--- config.mk ---
export PLATFORM = sky130hd
export DESIGN_NAME = decode_regfile
export DESIGN_NICKNAME = d
export VERILOG_FILES = /design/src/rtl/decode_regfile_pkg.sv /design/src/rtl/decode_regfile_regfile.sv /design/src/rtl/decode_regfile.sv
export SDC_FILE = /design/constraint.sdc
export NUM_CORES = 2
export LEC_CHECK = 0
export CORE_MARGIN = 2
export CORE_UTILIZATION = 55
export DETAILED_ROUTE_END_ITERATION = 6
export DONT_BUFFER_PORTS = 1
export PLACE_DENSITY = 0.7
export SLEW_MARGIN = 5
export SYNTH_ARGS = -nofsm -noshare
export SYNTH_HDL_FRONTEND = slang
export SYNTH_HIERARCHICAL = 1
export SYNTH_SLANG_ARGS = --single-unit
export TNS_END_PERCENT = 5
--- constraint.sdc ---
create_clock -name clk -period 4.5 [get_ports clk]
set_input_delay 0.9 -clock clk [delete_from_list [all_inputs] [get_ports clk]]
set_output_delay 0.9 -clock clk [all_outputs]
set_load 0.05 [all_outputs]
--- src/rtl/decode_regfile_pkg.sv ---
// Shared types and constants for the decode-side register file and D/E register.
// Optional REGFILE_BYPASS_EN enables same-cycle write-through on the read ports.
package decode_regfile_pkg;

   localparam int DATA_W = 32;
   localparam int ADDR_W = 5;

   localparam logic [ADDR_W-1:0] REG_ZERO = 5'd0;
   localparam logic [ADDR_W-1:0] REG_A0   = 5'd10;

   typedef struct packed {
      logic [DATA_W-1:0] rd1;
      logic [DATA_W-1:0] rd2;
      logic [ADDR_W-1:0] rs1;
      logic [ADDR_W-1:0] rs2;
      logic [ADDR_W-1:0] rd;
   } de_payload_t;

endpackage

--- src/rtl/decode_regfile_regfile.sv ---
// Integer register file: one write port, two combinational read ports, a0 tap.
// With REGFILE_BYPASS_EN defined, a same-cycle write to a read index is forwarded.
module decode_regfile_regfile
   import decode_regfile_pkg::*;
#(
   parameter int WIDTH      = DATA_W,
   parameter int ADDR_WIDTH = ADDR_W
) (
   input  logic                  clk,
   input  logic                  rst_n,
   input  logic                  we,
   input  logic [ADDR_WIDTH-1:0] waddr,
   input  logic [WIDTH-1:0]      wdata,
   input  logic [ADDR_WIDTH-1:0] raddr1,
   input  logic [ADDR_WIDTH-1:0] raddr2,
   output logic [WIDTH-1:0]      rdata1,
   output logic [WIDTH-1:0]      rdata2,
   output logic [WIDTH-1:0]      a0
);

   localparam int NREG = 2 ** ADDR_WIDTH;

   logic [WIDTH-1:0] regs_q [NREG];
   logic [WIDTH-1:0] regs_d [NREG];
   logic             wr_en;

   assign wr_en = we && (waddr != REG_ZERO);

   always_comb begin
      // NOTE: start from the current value so every path assigns regs_d; otherwise a latch is inferred.
      regs_d = regs_q;
      if (wr_en) begin
         regs_d[waddr] = wdata;
      end
   end

   // NOTE: the array is reset because the architectural reset state is all-zero registers.
   always_ff @(posedge clk or negedge rst_n) begin
      if (!rst_n) begin
         for (int i = 0; i < NREG; i++) begin
            regs_q[i] <= '0;
         end
      end else begin
         // NOTE: non-blocking so every flop samples pre-edge values regardless of block order.
         regs_q <= regs_d;
      end
   end

   always_comb begin
      rdata1 = (raddr1 == REG_ZERO) ? '0 : regs_q[raddr1];
      rdata2 = (raddr2 == REG_ZERO) ? '0 : regs_q[raddr2];
`ifdef REGFILE_BYPASS_EN
      // wr_en already excludes x0, so the zero register is never forwarded.
      if (wr_en && (waddr == raddr1)) rdata1 = wdata;
      if (wr_en && (waddr == raddr2)) rdata2 = wdata;
`endif
   end

   assign a0 = regs_q[REG_A0];

endmodule

--- src/rtl/decode_regfile.sv ---
// Decode stage register file plus the Decode-to-Execute pipeline register.
// Define REGFILE_BYPASS_EN for write-through of the writeback result into D/E.
module decode_regfile
   import decode_regfile_pkg::*;
#(
   parameter int WIDTH      = DATA_W,
   parameter int ADDR_WIDTH = ADDR_W
) (
   input  logic                  clk,
   input  logic                  rst_n,
   input  logic                  RegWriteW,
   input  logic [ADDR_WIDTH-1:0] RdW,
   input  logic [WIDTH-1:0]      ResultW,
   input  logic [ADDR_WIDTH-1:0] Rs1D,
   input  logic [ADDR_WIDTH-1:0] Rs2D,
   input  logic [ADDR_WIDTH-1:0] RdD,
   input  logic                  StallE,
   input  logic                  FlushE,
   output logic [WIDTH-1:0]      RD1E,
   output logic [WIDTH-1:0]      RD2E,
   output logic [ADDR_WIDTH-1:0] Rs1E,
   output logic [ADDR_WIDTH-1:0] Rs2E,
   output logic [ADDR_WIDTH-1:0] RdE,
   output logic [WIDTH-1:0]      a0
);

   logic [WIDTH-1:0] rd1_data;
   logic [WIDTH-1:0] rd2_data;
   de_payload_t      de_q;
   de_payload_t      de_d;

   decode_regfile_regfile #(
      .WIDTH      (WIDTH),
      .ADDR_WIDTH (ADDR_WIDTH)
   ) u_regfile (
      .clk    (clk),
      .rst_n  (rst_n),
      .we     (RegWriteW),
      .waddr  (RdW),
      .wdata  (ResultW),
      .raddr1 (Rs1D),
      .raddr2 (Rs2D),
      .rdata1 (rd1_data),
      .rdata2 (rd2_data),
      .a0     (a0)
   );

   // Flush beats stall: a bubble carries RdE=0 so hazard logic ignores it.
   always_comb begin
      de_d = de_q;
      if (FlushE) begin
         de_d = '0;
      end else if (!StallE) begin
         de_d.rd1 = rd1_data;
         de_d.rd2 = rd2_data;
         de_d.rs1 = Rs1D;
         de_d.rs2 = Rs2D;
         de_d.rd  = RdD;
      end
   end

   always_ff @(posedge clk or negedge rst_n) begin
      if (!rst_n) begin
         de_q <= '0;
      end else begin
         de_q <= de_d;
      end
   end

   assign RD1E = de_q.rd1;
   assign RD2E = de_q.rd2;
   assign Rs1E = de_q.rs1;
   assign Rs2E = de_q.rs2;
   assign RdE  = de_q.rd;

endmodule
After elaboration in Yosys (flattened, before gate mapping)
Index checks and enable logic that the tools add are counted. Widths: inputs -> output; s select.

Flip-flop bits (word level): 1103. Input bits: 57. Word-level logic and storage cells: 63.

Magnitude comparators: 4. Equality and inequality tests: 1. Multiplexer cells: 13. Bitwise gates (word level): 3. Reductions and logical operators: 5.

Operators with widths (count): $bwmux 1024 (1); $bmux 32 s5 (2); $mux 32 (7); $demux 32 s5 (1); $mux 79 (2); $ge 6x6->1 const B (3); $not 5->6 (3); $logic_not 5->1 (2); $lt 6x1->1 const B (1); $reduce_bool 5->1 (1); $logic_and 1x1->1 (2); $ne 2x1->1 const B (1).

Depth between registers and ports, before layout
Depth in word-level cells: 7. Gate-level depth with buffers: 11. Mapped depth without buffers: 6.

Modules after synthesis
Netlist, hierarchy kept.

Modules (own cells, without submodules): decode_regfile_regfile (times used 1, cells each 3546, area an instance 54259.5 um^2); decode_regfile (times used 1, cells each 255, area an instance 3184.3 um^2).

Least setup slack after synthesis
No wires, ideal clock.

Path kind: input to register. Start point: input port Rs2D[0]. End point: register de_q, in the netlist RD2E[10]. Library setup time: 0.132 ns. Arrival: 2.696 ns. Path slack: 1.672 ns. Cell stages on the path: 8. Buffers on the path: 3. Path through: buf_2 -> buf_2 -> buf_2 -> mux4_2 -> a2111oi_0 -> nor3_1 -> mux2i_1 -> nor2_1.

Longest elaborated chain between the ends: 7. Elaborated cells between the ends (all ways): 8.

RTL lines: from (decl) (RTL line decode_regfile.sv:15) `input logic [ADDR_WIDTH-1:0] Rs2D,`; $not 5->6 (implied by the code) (RTL line decode_regfile_regfile.sv:51) `rdata2 = (raddr2 == REG_ZERO) ? '0 : regs_q[raddr2];`; $bmux 32 s5 (RTL line decode_regfile_regfile.sv:51); $mux 32 (implied by the code) (2 in series) (RTL line decode_regfile_regfile.sv:51); $mux 32 * (RTL line decode_regfile_regfile.sv:51); net rd2_data[10] (RTL line decode_regfile.sv:28) `logic [WIDTH-1:0] rd2_data;`; $mux 79 * (RTL line decode_regfile.sv:53) `end else if (!StallE) begin`; $mux 79 * (RTL line decode_regfile.sv:51) `if (FlushE) begin`; to (signal assigned) (RTL line decode_regfile.sv:64) `de_q <= '0;`; to (signal assigned) (RTL line decode_regfile.sv:66) `de_q <= de_d;`; to (decl) (RTL line decode_regfile.sv:29) `de_payload_t de_q;`.

The timed path passes the listed nets; every way through them passes the cells marked *. The select of a mux whose other input is x is not followed. A chain may end at the register's enable or synchronous reset.

==> flow_summary.ini <==
[clock_network]
clock_sink_count = 1103
cts_made_buffers = 116
cts.path.max_buffers = 3
cts_repair_resized_insts = 0
cts.clk_slew.worst_paths_ns = 0.06
cts_tree = done
clk_root_buffer_cell = clkbuf_16
cts.htree.levels = 3
clkLatencyLatePin_ns = 0.71
count_of_buffers_added_by_post_cts_timing_repair_for_setup = 0

[setup_path]
crit_arrival_ns = 4.61
setup.worst_path.end_class = asynchronous set/reset pin
worstSetupStartpointType = input pin
r2r_start = u_regfile/a0[14]$_DFFE_PN0P_
worstReg2RegEnd = RD2E[14]$_DFFE_PN0P_
ff2ff_path_depth = 6
timing_worst_setup_path_type = in2async
critPathRequiredTime_ns = 5.34
critical_path.max_fanout = 131
reg2reg_slack_ns = 1.75

[grt]
global_routing_usage_summed_across_all_routing_layers_pct = 33.5
grt_pass1_vias = 38200
grt_start_max_net_pins = 314
antenna_found_initial = 6
global_route.overflow_total = 0
first_pass_grt_wire_length_um = 262000

[drt]
post_drt_via_cell_ratio = 7.27
totalWireLength_um = 179000
drt_first_pass_iters = 6
met3_length_um = 19200
highest_layer = met5
vias = 36400
wl_met1_um = 69900
met2_wirelength_um = 81800
ant_nets = 0
avgRoutedWirePerCell_um = 35.7
first_iter_violations = 3988
remaining_drc_errors = 0

[sta]
final-setup-viol-count = 0
worst_slew_margin_rel_pct = 21.6
finalWorstPathRequiredPeriod_ns = 3.76
fmaxAchievable_ghz = 0.266
tns_ns = 0
final-hold-violation-count = 0
worst-slew-pin-transition_ns = 1.18
final.setup_skew_ns = 0.0153
timing_max_transition_violations_final = 0
unrepaired_setup_endpoints_after_global_routing = false
post-route-worst-setup-slack_ns = 0.735
min_period_over_period_pct = 83.7

[placed_design]
place_inst = 4778
hpwl_um = 98200
gpl.final_weighted_congestion = 0.823
place_ws_ns = -0.274
port-buffer-count = 0

[floorplanning]
design.core.area_um2 = 103000
start_util_pct = 55.5
placement_rows = 118
boundaryPins = 168
die_area_um2 = 107000
die_h_um = 327
die_w_um = 327

[status]
run_status = completed

[worst_hold_path]
hold_path_class = in2async

[power_and_ir_drop]
vdd_ir_drop_max_mv = 0.334
pwr_density_cell_nw_per_um2 = 465
power.static_leakage_nw = 27.0

[logic_synthesis]
post_synth_inst_count = 3801
synth.avg_cell_area_um2 = 15.1
postSynthRegisterBits = 1103
yosys_most_used_dff = dfrtp_1
share_of_async_settable_or_async_resettable_flops_after_synthesis_pct = 100
synthDistinctLibCells = 42
ys_seq_area_share_pct = 48.0
synth-warning-count = 6
synth_enable_flop_cells = 0
synthesis.area_um2 = 57400
mappedNetlistNets = 3858

[final_layout]
most_frequent_cells_in_the_layout = dfrtp_1 (1,103), mux2_2 (1,020), mux4_2 (469), mux2i_1 (237), clkbuf_16 (121)
regArea_um2 = 27600
multi_input_comb_area_um2 = 27800
n_fill_cell = 7583
mostFrequentLayoutCell = dfrtp_1
area_growth_syn_to_layout_pct = 8.04
insertedDiodeCount = 0
final_cell_count_no_fill = 5002
drive_above_1_share_pct = 49.9
final_net_count = 3579

[job]
drv.max_cap_violation_count = 0
[state kept, by name, indices dropped and copies added, names as in the netlist]
signal / count
u_regfile/regs_q: 992
RD2E: 32
Rs2E: 5
Rs1E: 5
u_regfile/a0: 32
RdE: 5
RD1E: 32
[kinds of logic (layout without fill, tap and decap cells)]
logic type | after synthesis | count (layout) | share of synthesized area (%)
AOI/OAI and AO/OA | 263 | 263 | 3.45
buffers and inverters | 470 | 291 | 3.97
DFF | 1103 | 1103 | 48.0
muxes | 1730 | 1730 | 42.6
and+or+nand+nor | 235 | 235 | 1.93
[per-stage QoR]
| stage | utilization [%] | cell area, µm² | total power [mW] | hold slack, ns |
|---|---|---|---|---|
| after floorplan | - | 57400 | 17.4 | 0.441 |
| after global placement | 55.8 | 57800 | 18.1 | 0.376 |
| after detailed placement | 55.8 | 57800 | 18.5 | 0.384 |
| after CTS | 59.8 | 61900 | 28.9 | 0.0281 |
| after global routing | 60.0 | 62100 | 29.9 | 0.0515 |
| final | 60.0 | 62100 | 28.9 | 0.0437 |
[area by class of cell]
| type | instances | share of cell area (%) |
|---|---|---|
| Clock buffer | 156 | 5.39 |
| Clock inverter | 62 | 1.28 |
| Inverter | 1 | 0.00605 |
| Multi-Input combinational cell | 2228 | 44.8 |
| Sequential cell | 1103 | 44.5 |
| Tap cell | 1380 | 2.78 |
| Timing Repair Buffer | 72 | 1.32 |
[how the worst max path moves through the flow]
stage	cells after the start	endpoint	startpoint
global route	7	u_regfile/regs_q[261]$_DFFE_PN0P_	rst_n
floorplan	8	RD2E[10]$_DFFE_PN0P_	Rs2D[0]
finish	7	u_regfile/regs_q[229]$_DFFE_PN0P_	rst_n
detailed placement	4	u_regfile/regs_q[160]$_DFFE_PN0P_	rst_n
global placement	4	u_regfile/regs_q[192]$_DFFE_PN0P_	rst_n
CTS	4	u_regfile/regs_q[224]$_DFFE_PN0P_	rst_n
[routing by layer]
metal / vias up / track usage, %
met2: 2107 / 51.0
li1: 14100 / -
met3: 489 / 9.10
met1: 19700 / 45.9
met4: 4 / 13.9
met5: - / 0.311
[cell usage after synthesis, drive strengths merged (6+ instances only)]
master	count	area (µm²)
nor2	97	364
mux4	469	10600
buf	248	1450
a2111oi	26	228
nand2b	8	50.1
nor2b	19	119
nand2	23	86.3
a22oi	18	135
nand3	6	30.0
mux2	1024	11500
o22ai	81	507
nor3	57	285
clkbuf	221	830
a211oi	38	285
mux2i	237	2370
a21oi	11	55.1
a22o	52	455
o221ai	26	228
dfrtp	1103	27600
[critical path: stages]
cell,delay [ns]
buf_16,0.39
buf_16,0.48
buf_16,0.36
buf_16,0.51
buf_16,0.50
buf_16,0.46
clkbuf_16,0.48
[repair_timing]
| item | 4_1_cts | 5_1_grt |
|---|---|---|
| hold buffers | 1 | 0 |
| endpoints found under the hold margin | 44 | 0 |
| setup endpoints to repair | 0 | 167 |
[where the power goes]
group          switching (mW)  total (mW)  leakage (nW)  internal (mW)
logic                    1.70        4.90          10.7           3.20
registers                1.91        13.6          14.2           11.7
clock network            4.15        10.3          2.04           6.18
Power figures use the tool's default switching activity.
